### config.mk
export PLATFORM = sky130hd
export DESIGN_NAME = frogger_collision_scanner
export DESIGN_NICKNAME = d
export VERILOG_FILES = /design/src/rtl/frogger_collision_scanner.sv
export SDC_FILE = /design/constraint.sdc
export NUM_CORES = 1
export LEC_CHECK = 0
export CAP_MARGIN = 20
export CORE_MARGIN = 8
export CORE_UTILIZATION = 47
export DETAILED_ROUTE_END_ITERATION = 10
export PLACE_DENSITY = 0.88
export SLEW_MARGIN = 20
export SYNTH_ARGS = -nofsm -noshare
export SYNTH_HDL_FRONTEND = slang
export SYNTH_SLANG_ARGS = --single-unit
### constraint.sdc
create_clock -name i_Clk -period 4.6 [get_ports i_Clk]
set_clock_uncertainty 0.2 [all_clocks]
set_input_delay 0.92 -clock i_Clk [delete_from_list [all_inputs] [get_ports i_Clk]]
set_output_delay 0.92 -clock i_Clk [all_outputs]
set_load 0.03 [all_outputs]
### src/rtl/frogger_collision_scanner.sv
// Sequential frog/obstacle collision scanner: snapshots the frog and NUM_OBJ slots,
// tests one slot per clock with X wrap-around, then reports car hits, log riding and drowning.
module frogger_collision_scanner #(
  parameter int unsigned NUM_OBJ    = 8,
  parameter int unsigned COORD_W    = 6,
  parameter int unsigned GAME_WIDTH = 14,
  parameter int unsigned CAR_LEN    = 2,
  parameter int unsigned LOG_LEN    = 3,
  parameter int unsigned RIVER_Y_LO = 1,
  parameter int unsigned RIVER_Y_HI = 5,
  localparam int unsigned IDX_W     = (NUM_OBJ > 1) ? $clog2(NUM_OBJ) : 1
) (
  input  logic                       i_Clk,
  input  logic                       i_Rst,
  input  logic                       i_Start,
  input  logic [COORD_W-1:0]         i_Frogger_X,
  input  logic [COORD_W-1:0]         i_Frogger_Y,
  input  logic [NUM_OBJ*COORD_W-1:0] i_Obj_X,
  input  logic [NUM_OBJ*COORD_W-1:0] i_Obj_Y,
  input  logic [NUM_OBJ-1:0]         i_Obj_Is_Log,
  input  logic [NUM_OBJ-1:0]         i_Obj_En,
  output logic                       o_Busy,
  output logic                       o_Done,
  output logic                       o_Car_Hit,
  output logic                       o_Drowned,
  output logic                       o_On_Log,
  output logic [IDX_W-1:0]           o_Hit_Idx,
  output logic [IDX_W-1:0]           o_Log_Idx
);

  localparam int unsigned DX_W = COORD_W + 1;
  localparam logic [DX_W-1:0]  GW_W     = DX_W'(GAME_WIDTH);
  localparam logic [DX_W-1:0]  CAR_LEN_W = DX_W'(CAR_LEN);
  localparam logic [DX_W-1:0]  LOG_LEN_W = DX_W'(LOG_LEN);
  localparam logic [IDX_W-1:0] LAST_IDX  = IDX_W'(NUM_OBJ - 1);

  typedef enum logic [1:0] {IDLE, SCAN, DONE} state_t;

  state_t state_q, state_d;

  // Snapshot registers
  logic [COORD_W-1:0]         frog_x_q, frog_x_d;
  logic [COORD_W-1:0]         frog_y_q, frog_y_d;
  logic [NUM_OBJ*COORD_W-1:0] obj_x_q, obj_x_d;
  logic [NUM_OBJ*COORD_W-1:0] obj_y_q, obj_y_d;
  logic [NUM_OBJ-1:0]         obj_log_q, obj_log_d;
  logic [NUM_OBJ-1:0]         obj_en_q, obj_en_d;
  logic [IDX_W-1:0]           cnt_q, cnt_d;

  // Working flags
  logic             car_hit_q, car_hit_d;
  logic             on_log_q, on_log_d;
  logic [IDX_W-1:0] hit_idx_q, hit_idx_d;
  logic [IDX_W-1:0] log_idx_q, log_idx_d;

  // Registered outputs
  logic             busy_d, done_d, car_hit_o_d, drowned_d, on_log_o_d;
  logic [IDX_W-1:0] hit_idx_o_d, log_idx_o_d;

  // Current slot evaluation
  logic [COORD_W-1:0] cur_x, cur_y;
  logic               cur_log, cur_en;
  logic [DX_W-1:0]    fx, ox, dx, len;
  logic               slot_match;
  logic               in_river;

  // Modular distance from the obstacle head to the frog, no divider
  always_comb begin
    cur_x   = obj_x_q[int'(cnt_q)*COORD_W +: COORD_W];
    cur_y   = obj_y_q[int'(cnt_q)*COORD_W +: COORD_W];
    cur_log = obj_log_q[cnt_q];
    cur_en  = obj_en_q[cnt_q];
    fx      = {1'b0, frog_x_q};
    ox      = {1'b0, cur_x};
    if (fx >= ox) begin
      dx = fx - ox;
    end else begin
      dx = GW_W - (ox - fx);
    end
    len        = cur_log ? LOG_LEN_W : CAR_LEN_W;
    slot_match = cur_en && (cur_y == frog_y_q) && (dx < len);
    in_river   = (frog_y_q >= COORD_W'(RIVER_Y_LO)) && (frog_y_q <= COORD_W'(RIVER_Y_HI));
  end

  // Next-state and next-output logic
  always_comb begin
    state_d     = state_q;
    frog_x_d    = frog_x_q;
    frog_y_d    = frog_y_q;
    obj_x_d     = obj_x_q;
    obj_y_d     = obj_y_q;
    obj_log_d   = obj_log_q;
    obj_en_d    = obj_en_q;
    cnt_d       = cnt_q;
    car_hit_d   = car_hit_q;
    on_log_d    = on_log_q;
    hit_idx_d   = hit_idx_q;
    log_idx_d   = log_idx_q;
    done_d      = 1'b0;
    car_hit_o_d = o_Car_Hit;
    drowned_d   = o_Drowned;
    on_log_o_d  = o_On_Log;
    hit_idx_o_d = o_Hit_Idx;
    log_idx_o_d = o_Log_Idx;

    case (state_q)
      IDLE: begin
        if (i_Start) begin
          frog_x_d  = i_Frogger_X;
          frog_y_d  = i_Frogger_Y;
          obj_x_d   = i_Obj_X;
          obj_y_d   = i_Obj_Y;
          obj_log_d = i_Obj_Is_Log;
          obj_en_d  = i_Obj_En;
          cnt_d     = '0;
          car_hit_d = 1'b0;
          on_log_d  = 1'b0;
          hit_idx_d = '0;
          log_idx_d = '0;
          state_d   = SCAN;
        end
      end
      SCAN: begin
        // First match of each kind keeps its index, so the lowest slot wins
        if (slot_match) begin
          if (cur_log) begin
            on_log_d = 1'b1;
            if (!on_log_q) log_idx_d = cnt_q;
          end else begin
            car_hit_d = 1'b1;
            if (!car_hit_q) hit_idx_d = cnt_q;
          end
        end
        if (cnt_q == LAST_IDX) begin
          cnt_d   = '0;
          state_d = DONE;
        end else begin
          cnt_d = cnt_q + IDX_W'(1);
        end
      end
      DONE: begin
        done_d      = 1'b1;
        car_hit_o_d = car_hit_q;
        on_log_o_d  = on_log_q;
        hit_idx_o_d = hit_idx_q;
        log_idx_o_d = log_idx_q;
        drowned_d   = in_river && !on_log_q;
        state_d     = IDLE;
      end
      default: state_d = IDLE;
    endcase

    busy_d = (state_d != IDLE);
  end

  // State, snapshot and output registers
  always_ff @(posedge i_Clk) begin
    if (i_Rst) begin
      state_q   <= IDLE;
      frog_x_q  <= '0;
      frog_y_q  <= '0;
      obj_x_q   <= '0;
      obj_y_q   <= '0;
      obj_log_q <= '0;
      obj_en_q  <= '0;
      cnt_q     <= '0;
      car_hit_q <= 1'b0;
      on_log_q  <= 1'b0;
      hit_idx_q <= '0;
      log_idx_q <= '0;
      o_Busy    <= 1'b0;
      o_Done    <= 1'b0;
      o_Car_Hit <= 1'b0;
      o_Drowned <= 1'b0;
      o_On_Log  <= 1'b0;
      o_Hit_Idx <= '0;
      o_Log_Idx <= '0;
    end else begin
      state_q   <= state_d;
      frog_x_q  <= frog_x_d;
      frog_y_q  <= frog_y_d;
      obj_x_q   <= obj_x_d;
      obj_y_q   <= obj_y_d;
      obj_log_q <= obj_log_d;
      obj_en_q  <= obj_en_d;
      cnt_q     <= cnt_d;
      car_hit_q <= car_hit_d;
      on_log_q  <= on_log_d;
      hit_idx_q <= hit_idx_d;
      log_idx_q <= log_idx_d;
      o_Busy    <= busy_d;
      o_Done    <= done_d;
      o_Car_Hit <= car_hit_o_d;
      o_Drowned <= drowned_d;
      o_On_Log  <= on_log_o_d;
      o_Hit_Idx <= hit_idx_o_d;
      o_Log_Idx <= log_idx_o_d;
    end
  end

endmodule

==> flow_metrics.py, run 1 <==
metrics = {
    "global_routing": {
        "first_global_vias": 6125,
        "grt_max_degree": 106,
        "track_usage_pct": 20.5,
        "grt_overflow": 0,
        "antenna_found_initial": 0,
        "grt_pass1_wl_um": 30300,
    },
    "yosys": {
        "ys.flop_type": "dfxtp_1",
        "synth.distinct_cells": 47,
        "synth_seq_cells": 148,
        "synth_nets": 967,
        "yosysSeqAreaShare_pct": 43.6,
        "async_reset_ff_share_pct": 0,
        "synth_cells": 820,
        "yosysWarnings": 0,
        "synth_area_um2": 6800,
        "syn_avg_cell_area_um2": 8.29,
        "synth_edf_count": 0,
    },
    "finish": {
        "final_cells": 1127,
        "areaGrowthSynthToFinish_pct": 31.1,
        "layout_commonest_cell": "nand2_1",
        "final_nets": 1077,
        "final_area_um2": 8910,
        "layout_common_cells": "nand2_1 (286), dfxtp_1 (147), a21oi_1 (142), clkdlybuf4s50_1 (136), mux4_2 (24)",
        "fill_cells": 1213,
        "fin_util_pct": 62.2,
        "drive_above_1_share_pct": 7.64,
        "diodes": 0,
    },
    "clocking": {
        "ctsHoldBuffers": 0,
        "cts_tree": "yes",
        "clock-sinks": 148,
        "cts_root_buf": "clkbuf_16",
        "post_cts_resize_count": 0,
        "post_cts_buffers": 0,
        "clk_path_buf_depth": 2,
        "clkTransAtPathRegs_ps": 60,
        "cts_made_buffers": 17,
        "htree_num_levels": 4,
        "insertion_delay_ps": 420,
    },
    "route": {
        "drc_errors": 0,
        "first_pass_iters": 7,
        "wirelength_um": 18500,
        "detail-route-antenna-nets": 0,
        "via_per_inst": 5.35,
        "route.vias.total": 6025,
        "drt_iter0_drc": 447,
        "wire_per_inst_um": 16.4,
    },
    "setup_path": {
        "worstSetupStartpointType": "register",
        "required_ps": 4710,
        "path_class": "register to register",
        "path_max_fanout": 15,
        "crit_chain": "mux4_2 -> mux2i_1 -> inv_1 -> ha_1 -> inv_1 -> ha_1 -> a21o_1 -> a21oi_1 -> nor3b_1 -> o221ai_1 -> a2bb2o_1 -> a41o_1 -> nand2_1",
        "cp_data_arrival_time_ps": 4260,
        "cp_slowest_stage_delay_ps": 730,
        "critPathCaptureType": "register",
        "critPathSlowestCell": "dfxtp_1",
    },
    "floorplan": {
        "num_io_pins": 138,
        "die_area_um2": 18600,
        "dieHeight_um": 136,
        "start_util_pct": 47.5,
        "core.rowCount": 44,
        "core-area_um2": 14300,
        "fp.dieW_um": 136,
    },
    "timing": {
        "fin_crit_sh_pct": 90.1,
        "slew_headroom_pct": 46.9,
        "setup_viol": 0,
        "fin_tns_setup_ps": 0,
        "max_freq_mhz": 241,
        "rsz0062_at_grt": "false",
        "timing.final.crit_period_ps": 4150,
        "slew_violations": 0,
        "tightest_slew_ps": 791,
        "hold_violations": 0,
    },
    "outcome": {
        "outcome": "finished clean",
    },
    "power_and_ir_drop": {
        "seqPwrFrac_pct": 41.7,
        "peakVddDrop_uv": 282,
        "power.leakage_uw": 0.00334,
        "switchingPower_uw": 827,
        "internal_power_uw": 2510,
        "pwr-share-comb_pct": 14.7,
        "clockPowerShare_pct": 43.6,
        "swShare_pct": 24.8,
        "cellPowerDensity_nw_per_um2": 375,
    },
    "flow_run": {
        "drv_cap": 0,
    },
    "placed_design": {
        "io_buffers": 137,
        "dp.cells": 1095,
        "dp_hpwl_um": 13400,
        "place_area_um2": 8280,
        "place.gp.congestion": 0.880,
    },
    "worst_hold_path": {
        "hold_path_class": "register to register",
    },
}
-- registers in the layout (all words and copies together), names as in the netlist, 2 cells and up --
name / count
obj_y_q: 48
state_q: 2
obj_log_q: 8
frog_y_q: 6
o_Log_Idx: 3
obj_en_q: 8
frog_x_q: 6
o_Hit_Idx: 3
cnt_q: 3
hit_idx_q: 3
log_idx_q: 3
obj_x_q: 48
-- stage by stage --
step / worst slack (ps) / total power [uW] / hold slack [ps]
final: 455 / 3340 / 251
after global routing: 144 / 3470 / 270
after CTS: 373 / 3360 / 253
after detailed placement: 395 / 1900 / 245
after global placement: 531 / 1890 / 239
after floorplan: 15.1 / 1700 / 233
-- routing by layer --
metal / share of wire (%) / vias to the layer above / global-route usage [%]
li1: - / 2996 / -
met2: 49 / 170 / 33.6
met3: 4.3 / 48 / 4.36
met1: 44 / 2811 / 24.9
met4: 3.4 / 0 / 10.3
met5: 0 / - / 0
-- layout make-up --
type / instances / area [um^2] / area share (%)
clock buffer: 19 / 443 / 4.97
inverter: 21 / 78.8 / 0.885
sequential: 148 / 2970 / 33.3
timing repair buffer: 147 / 1480 / 16.6
tap: 184 / 230 / 2.58
clock inverter: 13 / 180 / 2.02
multi-input combinational: 595 / 3530 / 39.6
-- cell usage after synthesis, drive strengths merged (2+ instances only) --
library cell,number,area [um^2]
nand2,286,1070
dfxtp,148,2960
a21oi,142,711
clkbuf,43,161
mux4,24,541
inv,21,78.8
mux2i,20,204
ha,17,213
nor2,16,60.1
buf,13,71.3
nor3b,10,75.1
and2,8,50.1
nor2b,7,43.8
a22oi,6,45.0
a41o,6,60.1
a41oi,6,52.6
nor3,4,20.0
xor2,4,35.0
fa,3,60.1
nand2b,3,18.8
nand3,3,15.0
xnor2,3,26.3
a21o,2,15.0
and3,2,12.5
nand4,2,12.5
nor4,2,27.5
o21ai,2,10.0
o221ai,2,17.5
-- worst paths after layout --
check | slack, ps | start | cells past startpoint | end
max | 450 | cnt_q[1] | 13 | hit_idx_q[0]
min | 250 | obj_y_q[32] | 2 | obj_y_q[32]
max reg2reg | 450 | cnt_q[1] | 13 | hit_idx_q[0]
min reg2reg | 250 | obj_y_q[32] | 2 | obj_y_q[32]
-- critical path: cells and delay by family (launching register included) --
kind            cells  cell delay, ps
mux                 2             610
fa+ha+maj           2             700
flops               1             730
buf+inv             2             200
compound gates      5            1340
simple gates        2             260
-- power by group through the flow --
stage / Sequential [uW] / Combinational, uW / Clock, uW
2_1_floorplan: 1400 / 305 / 0
3_3_place_gp: 1420 / 471 / 0
3_5_place_dp: 1420 / 484 / 0
4_1_cts: 1390 / 488 / 1480
5_1_grt: 1400 / 540 / 1530
6_report: 1390 / 489 / 1450
-- cell families (layout without fill, tap and decap cells) --
group	count (synthesis)	in the layout	share of synthesized area (%)
multiplexers	45	45	11.1
XOR/XNOR	7	7	0.902
adder cells (fa/ha/maj)	20	20	4.01
AO/OA/AOI/OAI	177	177	14.7
buffers and inverters	77	200	4.58
flip-flops	148	148	43.6
AND/OR/NAND/NOR	346	346	21.0
(Power assumes the default switching activity.)
==> inputs of run 2 (changes only) <==
--- a/config.mk
+++ b/config.mk
@@ -7,9 +7,11 @@
 export LEC_CHECK = 0
 export CAP_MARGIN = 20
 export CORE_MARGIN = 8
-export CORE_UTILIZATION = 47
+export CORE_UTILIZATION = 48
+export CTS_BUF_LIST = sky130_fd_sc_hd__clkbuf_4
 export DETAILED_ROUTE_END_ITERATION = 10
-export PLACE_DENSITY = 0.88
+export MAX_ROUTING_LAYER = met4
+export PLACE_DENSITY = 0.89
 export SLEW_MARGIN = 20
 export SYNTH_ARGS = -nofsm -noshare
 export SYNTH_HDL_FRONTEND = slang
==> flow_metrics.py, run 2 (synthesized netlist as in run 1, its figures left out) <==
metrics = {
    "outcome": {
        "outcome": "finished clean",
    },
    "setup_path": {
        "path_class": "register to register",
        "cp_slowest_stage_delay_ps": 770,
        "cp_data_arrival_time_ps": 4400,
        "r2r_cells": 13,
        "critPathSlowestCell": "dfxtp_1",
        "path_max_fanout": 16,
        "crit_chain": "mux4_2 -> mux2i_1 -> inv_1 -> ha_1 -> inv_1 -> ha_1 -> a21o_1 -> a21oi_1 -> nor3b_1 -> o221ai_1 -> a2bb2o_1 -> a41o_1 -> nand2_1",
        "critPathCaptureType": "register",
        "required_ps": 4830,
        "worstSetupStartpointType": "register",
    },
    "placed_design": {
        "io_buffers": 137,
        "dp_hpwl_um": 13000,
        "dp.cells": 1088,
        "place.gp.congestion": 0.909,
        "place_area_um2": 8240,
    },
    "timing": {
        "slew_headroom_pct": 50.4,
        "setup_viol": 0,
        "fin_crit_sh_pct": 90.6,
        "rsz0062_at_grt": "false",
        "fin_tns_setup_ps": 0,
        "hold_violations": 0,
        "slew_violations": 0,
        "timing.final.crit_period_ps": 4170,
        "max_freq_mhz": 240,
        "tightest_slew_ps": 739,
    },
    "finish": {
        "drive_above_1_share_pct": 6.72,
        "layout_common_cells": "nand2_1 (286), dfxtp_1 (147), a21oi_1 (142), clkdlybuf4s50_1 (136), mux4_2 (24)",
        "final_nets": 1074,
        "layout_commonest_cell": "nand2_1",
        "areaGrowthSynthToFinish_pct": 24.6,
        "reg_top3": "obj_x_q x48, obj_y_q x48",
        "final_cells": 1118,
        "final_area_um2": 8470,
        "fin_util_pct": 61.0,
    },
    "route": {
        "drt_iter0_drc": 542,
        "wire_per_inst_um": 16.0,
        "first_pass_iters": 5,
        "drc_errors": 0,
        "wirelength_um": 17900,
        "detail-route-antenna-nets": 0,
        "route.vias.total": 6063,
        "via_per_inst": 5.42,
    },
    "clocking": {
        "post_cts_resize_count": 0,
        "clock-sinks": 148,
        "clk_path_buf_depth": 2,
        "htree_num_levels": 4,
        "post_cts_buffers": 0,
        "ctsHoldBuffers": 0,
        "clkTransAtPathRegs_ps": 110,
        "cts_tree": "yes",
        "insertion_delay_ps": 530,
        "cts_root_buf": "clkbuf_4",
        "cts_made_buffers": 17,
    },
    "power_and_ir_drop": {
        "peakVddDrop_uv": 176,
        "p_total_uw": 2580,
        "cellPowerDensity_nw_per_um2": 305,
        "power.leakage_uw": 0.00315,
    },
    "global_routing": {
        "grt_overflow": 0,
        "antenna_found_initial": 1,
        "grt_pass1_wl_um": 28800,
        "track_usage_pct": 20.1,
        "first_global_vias": 5737,
        "grt_max_degree": 126,
    },
    "floorplan": {
        "core.rowCount": 43,
        "dieHeight_um": 135,
        "die_area_um2": 18200,
        "num_io_pins": 138,
        "fp.dieW_um": 135,
        "start_util_pct": 49.0,
        "core-area_um2": 13900,
    },
    "flow_run": {
        "drv_cap": 0,
    },
    "worst_hold_path": {
        "hold_path_class": "register to register",
        "min_path_cells": 2,
    },
}
==> run 2: layer usage <==
metal	track usage, %	part of all wire (%)	vias to the layer above
met2	31.5	48	202
met5	-	0	-
met1	25.5	44	2841
li1	-	-	2995
met3	3.86	5.7	25
met4	7.46	2.3	0
==> run 2: critical path, delay by kind of cell, from the launching register on <==
family | cells | cell delay [ps]
AO/OA/AOI/OAI | 5 | 1310
adder cells (fa/ha/maj) | 2 | 690
buffers and inverters | 2 | 200
flip-flops | 1 | 770
multiplexers | 2 | 640
AND/OR/NAND/NOR | 2 | 250
==> run 2: area by class of cell <==
type	count	area, um^2
well taps	180	225
flip-flops and latches	148	2960
clock buffers	18	135
fillers	1204	5410
clock inverters	11	88.8
diodes	1	2.50
multi-input cells	595	3530
inverters	21	78.8
repair buffers	144	1450
==> run 2: worst paths after layout <==
check                    from            to  slack, ps
setup / recovery     cnt_q[1]  hit_idx_q[1]        430
hold / removal    obj_y_q[11]   obj_y_q[11]        260
setup reg to reg     cnt_q[1]  hit_idx_q[1]        430
hold reg to reg   obj_y_q[11]   obj_y_q[11]        260
==> run 2: stage by stage <==
stage	hold slack (ps)	setup WS [ps]
6_report	259	433
5_1_grt	277	171
3_3_place_gp	239	582
4_1_cts	260	421
3_5_place_dp	244	429
2_1_floorplan	233	15.1
==> run 2: power breakdown <==
part	total (uW)	switching, uW	internal, uW
Clock	708	448	260
Sequential	1390	43.8	1340
Combinational	482	241	240
Total	2580	733	1850
